<file path="src/rtl/alu_sequencer_pkg.sv">
// Shared opcode constants, FSM state type and operand-usage decode for the ALU sequencer.
package alu_sequencer_pkg;

  localparam logic [3:0] OP_PASS_A  = 4'b0000;
  localparam logic [3:0] OP_PASS_B  = 4'b0001;
  localparam logic [3:0] OP_NOT_A   = 4'b0010;
  localparam logic [3:0] OP_NOT_B   = 4'b0011;
  localparam logic [3:0] OP_ADD     = 4'b0100;
  localparam logic [3:0] OP_ADC     = 4'b0101;
  localparam logic [3:0] OP_SUB     = 4'b0110;
  localparam logic [3:0] OP_AND     = 4'b0111;
  localparam logic [3:0] OP_ZERO    = 4'b1000;
  localparam logic [3:0] OP_ONES    = 4'b1001;
  localparam logic [3:0] OP_GET_CY  = 4'b1010;
  localparam logic [3:0] OP_CLR_CY  = 4'b1011;
  localparam logic [3:0] OP_SET_CY  = 4'b1100;
  localparam logic [3:0] OP_CONST_D = 4'b1101;
  localparam logic [3:0] OP_CLEAR   = 4'b1110;
  localparam logic [3:0] OP_CONST_F = 4'b1111;

  typedef enum logic [2:0] {
    ST_IDLE,
    ST_LD_A,
    ST_LD_B,
    ST_EXEC,
    ST_DONE
  } state_e;

  function automatic logic uses_a(input logic [3:0] code);
    return (code == OP_PASS_A) || (code == OP_NOT_A) ||
           ((code >= OP_ADD) && (code <= OP_AND));
  endfunction

  function automatic logic uses_b(input logic [3:0] code);
    return (code == OP_PASS_B) || (code == OP_NOT_B) ||
           ((code >= OP_ADD) && (code <= OP_AND));
  endfunction

  // Flag-only ops leave the result register alone.
  function automatic logic writes_result(input logic [3:0] code);
    return (code != OP_CLR_CY) && (code != OP_SET_CY);
  endfunction

endpackage

</file>
<file path="src/rtl/alu_sequencer.sv">
// Sequences operand loads from a shared bus into an external ALU and captures
// its result and carry; one operation in flight at a time.
module alu_sequencer
  import alu_sequencer_pkg::*;
#(
  parameter int WIDTH = 16
) (
  input  logic             clk,
  input  logic             rst_n,
  input  logic             start,
  input  logic [3:0]       op,
  input  logic [WIDTH-1:0] bus_in,
  output logic             bus_rd_a,
  output logic             bus_rd_b,
  output logic [WIDTH-1:0] a,
  output logic [WIDTH-1:0] b,
  output logic [3:0]       aluc,
  output logic             cy_in,
  input  logic [WIDTH-1:0] z,
  input  logic             cy_out,
  output logic [WIDTH-1:0] result,
  output logic             cy_flag,
  output logic             busy,
  output logic             done
);

  state_e           state_q, state_d;
  logic [WIDTH-1:0] a_q, a_d, b_q, b_d, result_q, result_d;
  logic [3:0]       aluc_q, aluc_d;
  logic             cy_q, cy_d;
  logic             busy_q, busy_d, done_q, done_d;
  logic             rd_a_q, rd_a_d, rd_b_q, rd_b_d;

  // Strobes are computed for the state being entered, so they are registered
  // yet high during exactly the LD_A / LD_B cycles.
  always_comb begin
    state_d  = state_q;
    a_d      = a_q;
    b_d      = b_q;
    aluc_d   = aluc_q;
    result_d = result_q;
    cy_d     = cy_q;
    busy_d   = 1'b0;
    done_d   = 1'b0;
    rd_a_d   = 1'b0;
    rd_b_d   = 1'b0;
    case (state_q)
      ST_IDLE: begin
        if (start) begin
          aluc_d = op;
          busy_d = 1'b1;
          if (uses_a(op)) begin
            state_d = ST_LD_A;
            rd_a_d  = 1'b1;
          end else if (uses_b(op)) begin
            state_d = ST_LD_B;
            rd_b_d  = 1'b1;
          end else begin
            state_d = ST_EXEC;
          end
        end
      end
      ST_LD_A: begin
        a_d    = bus_in;
        busy_d = 1'b1;
        if (uses_b(aluc_q)) begin
          state_d = ST_LD_B;
          rd_b_d  = 1'b1;
        end else begin
          state_d = ST_EXEC;
        end
      end
      ST_LD_B: begin
        b_d     = bus_in;
        busy_d  = 1'b1;
        state_d = ST_EXEC;
      end
      ST_EXEC: begin
        if (writes_result(aluc_q)) begin
          result_d = z;
        end
        case (aluc_q)
          OP_ADD, OP_ADC:                    cy_d = cy_out;
          OP_CLR_CY, OP_CONST_D, OP_CLEAR,
          OP_CONST_F:                        cy_d = 1'b0;
          OP_SET_CY:                         cy_d = 1'b1;
          default:                           cy_d = cy_q;
        endcase
        done_d  = 1'b1;
        state_d = ST_DONE;
      end
      ST_DONE: begin
        state_d = ST_IDLE;
      end
      default: begin
        state_d = ST_IDLE;
      end
    endcase
  end

  always_ff @(posedge clk or negedge rst_n) begin
    if (!rst_n) begin
      state_q  <= ST_IDLE;
      a_q      <= '0;
      b_q      <= '0;
      aluc_q   <= '0;
      result_q <= '0;
      cy_q     <= 1'b0;
      busy_q   <= 1'b0;
      done_q   <= 1'b0;
      rd_a_q   <= 1'b0;
      rd_b_q   <= 1'b0;
    end else begin
      state_q  <= state_d;
      a_q      <= a_d;
      b_q      <= b_d;
      aluc_q   <= aluc_d;
      result_q <= result_d;
      cy_q     <= cy_d;
      busy_q   <= busy_d;
      done_q   <= done_d;
      rd_a_q   <= rd_a_d;
      rd_b_q   <= rd_b_d;
    end
  end

  assign bus_rd_a = rd_a_q;
  assign bus_rd_b = rd_b_q;
  assign a        = a_q;
  assign b        = b_q;
  assign aluc     = aluc_q;
  assign cy_in    = cy_q;
  assign result   = result_q;
  assign cy_flag  = cy_q;
  assign busy     = busy_q;
  assign done     = done_q;

endmodule

</file>
<file path="config.mk">
export PLATFORM = sky130hd
export DESIGN_NAME = alu_sequencer
export DESIGN_NICKNAME = d
export VERILOG_FILES = /design/src/rtl/alu_sequencer_pkg.sv /design/src/rtl/alu_sequencer.sv
export SDC_FILE = /design/constraint.sdc
export NUM_CORES = 1
export LEC_CHECK = 0
export BUFFER_PORTS_ARGS = -buffer_cell sky130_fd_sc_hd__buf_2
export CAP_MARGIN = 20
export CORE_MARGIN = 2
export CORE_UTILIZATION = 44
export CTS_CLUSTER_SIZE = 10
export DETAILED_ROUTE_END_ITERATION = 10
export PLACE_DENSITY = 0.75
export REMOVE_ABC_BUFFERS = 1
export SLEW_MARGIN = 0
export SYNTH_ARGS = -nofsm -noshare
export SYNTH_HDL_FRONTEND = slang
export SYNTH_SLANG_ARGS = --single-unit
</file>
<file path="constraint.sdc">
create_clock -name clk -period 2.3 [get_ports clk]
set_input_delay 0.23 -clock clk [delete_from_list [all_inputs] [get_ports clk]]
set_output_delay 0.23 -clock clk [all_outputs]
set_load 0.03 [all_outputs]
</file>
# Yosys cells after proc, flatten, opt, wreduce, memory -nomap -nowiden
# Index checks and enable logic that the tools add are counted.
dict set report word_totals {
  latchBits 0
  memories 0
  mem_bits_ro 0
  ff_bits 60
  input_bits 40
  ramBits 0
  wordCells 67
}
dict set report classes {
  reduce_logical 18
  order_cmp 4
  n_eq_ne 18
  n_shift 0
  n_addsub 0
  n_div 0
  n_mux 17
  bitwise 0
  multipliers 0
}
# cell n
set op_table {}
lappend op_table {{4-bit == test (second input constant)} 5}
lappend op_table {{4-bit by 2-bit == test with 1-bit output (second input constant)} 3}
lappend op_table {{3-bit one-hot mux with 4 select lines} 1}
lappend op_table {{1-bit 2-to-1 mux} 11}
lappend op_table {{4-bit by 1-bit == test with 1-bit output (second input constant)} 2}
lappend op_table {{4-bit by 3-bit == test with 1-bit output (second input constant)} 2}
lappend op_table {{4-bit by 3-bit >= comparator with 1-bit output (second input constant)} 2}
lappend op_table {{4-bit by 3-bit less-or-equal comparator with 1-bit output (second input constant)} 2}
lappend op_table {{4-bit inequality test (second input constant)} 2}
lappend op_table {{3-bit by 2-bit == test with 1-bit output (second input constant)} 2}
lappend op_table {{1-bit logical OR} 6}
lappend op_table {{2-bit AND reduction} 3}
lappend op_table {{4-bit zero test} 1}
lappend op_table {{1-bit one-hot mux with 2 select lines} 2}
lappend op_table {{2-bit OR reduction} 2}
lappend op_table {{4-bit OR reduction} 1}
lappend op_table {{3-bit by 1-bit == test with 1-bit output (second input constant)} 1}
lappend op_table {{1-bit logical AND} 3}
lappend op_table {{3-bit zero test} 1}
lappend op_table {{3-bit 2-to-1 mux} 1}
lappend op_table {{1-bit one-hot mux with 3 select lines} 1}
lappend op_table {{3-bit nonzero test} 1}
lappend op_table {{2-bit 2-to-1 mux} 1}
lappend op_table {{2-bit inequality test (second input constant)} 1}

# Depth between registers and ports, before layout
dict set report logic_depth {
  ltp_word 7
  mapped_depth 6
}

# Worst setup path before layout
# OpenSTA, ideal clock, no wires.
dict set report synth_path {
  path_type {reg2reg}
  start {register aluc_q[1] (netlist: aluc[1])}
  end {register result_q[10] (netlist: result[10])}
  setup_ns 0.125
  stages_incl_launch_ff 6
  t_arrival_ns 1.508
  slack_ns 0.666
  period_less_slack_ns 1.634
  cell_sequence {dfrtp_1 nand4bb_1 and3_1 buf_6 buf_12 mux2_4}
}
dict set report synth_between {
  elab_chain_len 3
  elab_cells_between_ends 4
  classes_between {2 x eq/ne; 2 x reduce/logical}
}
# element line
set synth_lines {}
lappend synth_lines {{from (decl)} alu_sequencer.sv:29} ;# logic [3:0] aluc_q, aluc_d;
lappend synth_lines {{from (signal assigned)} alu_sequencer.sv:117} ;# aluc_q <= aluc_d;
lappend synth_lines {{4-bit inequality test} alu_sequencer_pkg.sv:41} ;# return (code != OP_CLR_CY) && (code != OP_SET_CY);
lappend synth_lines {{1-bit logical AND (*)} alu_sequencer_pkg.sv:41}
lappend synth_lines {{2-bit AND reduction (no source line) (*)} -}
lappend synth_lines {{to (signal assigned)} alu_sequencer.sv:118} ;# result_q <= result_d;
lappend synth_lines {{to (decl)} alu_sequencer.sv:28} ;# logic [WIDTH-1:0] a_q, a_d, b_q, b_d, result_q, result_d;
# Every way passes the cells marked *; elsewhere a longest branch is shown, timed or not.
# A chain may end at the register's enable or synchronous reset.

# Worst setup path in the final report
dict set report layout_path {
  start {register state_q[2]}
  end {register result_q[2] (netlist: result[2])}
}
dict set report layout_between {
  elab_chain_len 2
}
# element line
set layout_lines {}
lappend layout_lines {{from (decl)} alu_sequencer.sv:27} ;# state_e state_q, state_d;
lappend layout_lines {{from (signal assigned)} alu_sequencer.sv:114} ;# state_q <= state_d;
lappend layout_lines {{3-bit by 2-bit == test with 1-bit output} alu_sequencer.sv:47} ;# case (state_q)
lappend layout_lines {{2-bit AND reduction (no source line)} -}
# No other way between the ends.

==> metrics <==
final-stage net count 299; CTS Hold Bufs 0; WP buf/inv 1; clk sinks 60; Critical Path RT 2.50 ns; Layout Skew 0.00594 ns; RSZ-0062 raised after global routing false; Tot GR Track Use 16.9%; worst hold path class in -> async; total core area 5410 um^2; die width 78.2 um; 1st-pass router iterations 4; number of post-CTS setup repair buffers 0; number of I/O pins 98; sequential cell area fraction in the yosys report 62.0%; Num CTS Buffers 9; PostCTS Resize Cnt 0; # setup viols final 0; Final Hold Fails 0; Pwr Total 5.76 mW; cell count after placement 320; buffers added on ports 97; FF-to-FF End result[2]$_DFFE_PN0P_; DR vias 1633; Crit path max-delay family flip-flops; Placer Congestion 0.699; CP Class reg -> reg; Worst Path Arrival 1.85 ns; Startpoint Class flop; layout overhead on the synthesized area 30.7%; Remaining DRCs 0; CP max stage delay 0.45 ns; Tmin final 1.65 ns; die height 78.2 um; DR vias/cell 4.87; Mean Syn Cell Area 15.8 um^2; CP endpoint kind flop; power per cell area 1820 nW/um^2; Post-Synthesis Cells 153; Post-Syn Area 2420 um^2; Fmax achieved 608 MHz; Die Footprint 6110 um^2; initial antenna violation count 0; final period utilization 71.6%; fill cell count 463; #FFs+latches synth 60; fraction of layout cells with a size suffix above 1 66.5%; htree depth 3; Critical Path Slowest Stage Cell dfrtp_1; largest net degree at the start of global routing 61; ANT cells 0; clock root cell clkbuf_8; critical path fanouts, max 16; wire per inst 14.2 um; Clock Pin Slew Worst Setup and Hold Paths 0.06 ns; Max rail drop VDD 0.961 mV; Slew Viols, Final 0; FF-to-FF path depth 4; Total Routed Length 4750 um; Cell Rows 27; sequential standard cell area 1500 um^2; first-pass GRT wire length 8020 um; clock latency at the later pin of the worst-skew pair 0.32 ns; post-route ant nets 0; Starting Density 44.8%; TNS Setup 0 ns; clk buf depth 2; Slew Limit Headroom 50.3%; Multi-input gate area 848 um^2; outcome completed; Final HPWL DP 3470 um; leakage power 1.54 nW; worst r2r src state_q[2]$_DFFE_PN0P_; CTS tree built; reg2reg setup slack 0.65 ns; Warnings, synthesis 0; Final Util 58.5%; maxcap violations 0; post-synthesis cell type count 32; total gr overflow 0; vias in the first global route 1644; fin cells 335; Worst-Margin Slew 0.745 ns; DR iter-0 viols 28; crit-path cells and3b_2 -> and3_1 -> buf_4 -> mux2_2
## synthesized netlist by cell type, drive strengths merged
library cell  count  share of area [%]
dfrtp            60                 62
mux2             52                 26
buf               7                2.8
nand2b            3               0.78
nor3b             3                1.1
a21o              2               0.67
a21oi             2               0.41
and3b             2               0.83
nand2             2               0.31
nor2              2               0.31
nor2b             2               0.52
o21ai             2               0.41
a31o              1               0.36
a31oi             1               0.26
and2              1               0.26
and3              1               0.26
clkbuf            1               0.15
inv               1               0.15
nand3b            1               0.31
nand4b            1               0.36
nand4bb           1               0.47
nor3              1               0.21
o21a              1               0.31
o21bai            1               0.31
o32ai             1               0.36
or3               1               0.26
## flip-flops by register name (all words and copies together) (netlist names)
name	flops
bus_rd_a	1
bus_rd_b	1
aluc	4
busy	1
result	16
state_q	3
cy_flag	1
a	16
done	1
b	16
## layout by cell type (no fill, tap or decap), drive strengths merged
| cell | n |
|---|---|
| a31o | 1 |
| buf | 103 |
| clkbuf | 14 |
| o32ai | 1 |
| a21o | 2 |
| a31oi | 1 |
| a21oi | 2 |
| and3b | 2 |
| mux2 | 52 |
| nand4b | 1 |
| o21ai | 2 |
| nand3b | 1 |
| nand4bb | 1 |
| nor3 | 1 |
| inv | 1 |
| o21a | 1 |
| dfrtp | 60 |
| or3 | 1 |
| and3 | 1 |
| and2 | 1 |
| nand2b | 3 |
| nor2 | 2 |
| nor2b | 2 |
| nor3b | 3 |
| o21bai | 1 |
| clkinv | 1 |
| nand2 | 2 |
## per-stage QoR
stage | cell area [um^2] | setup WS [ns] | hold slack (ns)
5_1_grt | 3160 | 0.563 | 0.123
6_report | 3160 | 0.654 | 0.0478
2_1_floorplan | 2350 | -0.0285 | -0.0656
3_5_place_dp | 2970 | 0.651 | 0.431
4_1_cts | 3160 | 0.640 | 0.0764
3_3_place_gp | 2970 | 0.701 | 0.430
## how the worst max path moves through the flow
stage | slack [ns] | from | endpoint | depth (start not counted)
after global routing | 0.56 | state_q[0]$_DFFE_PN0P_ | result[4]$_DFFE_PN0P_ | 4
after global placement | 0.70 | state_q[2]$_DFFE_PN0P_ | result[1]$_DFFE_PN0P_ | 4
after floorplan | -0.03 | state_q[0]$_DFFE_PN0P_ | a[0]$_DFFE_PN0P_ | 2
after detailed placement | 0.65 | state_q[2]$_DFFE_PN0P_ | result[4]$_DFFE_PN0P_ | 4
final | 0.65 | state_q[2]$_DFFE_PN0P_ | result[2]$_DFFE_PN0P_ | 4
after CTS | 0.64 | state_q[1]$_DFFE_PN0P_ | result[4]$_DFFE_PN0P_ | 4
## layout make-up
class	instances	share of cell area, %
multi-input combinational	84	26.8
tap	72	2.85
clock inverter	1	0.158
clock buffer	14	5.78
sequential	60	47.5
inverter	1	0.119
timing repair buffer	103	16.8
## cell families after synthesis
kind of cell | share of synthesized area (%)
compound gates | 3.10
simple gates | 6.00
buf+inv | 3.10
mux | 25.7
flops | 62.0
## report_power, final
group / switching [mW] / internal, mW / total (mW) / leakage (nW)
logic: 1.72 / 1.23 / 2.95 / 0.734
registers: 0.335 / 1.61 / 1.94 / 0.711
clock network: 0.367 / 0.502 / 0.869 / 0.0986
total: 2.42 / 3.34 / 5.76 / 1.54
## routing by layer
metal	global-route usage, %	vias up	wire length [um]
met5	0	-	0
met4	6.32	0	42
met3	5.17	6	417
met2	25.0	76	2150
met1	23.6	801	2140
li1	-	750	-
Note: power is estimated with default switching activity, not from simulation.
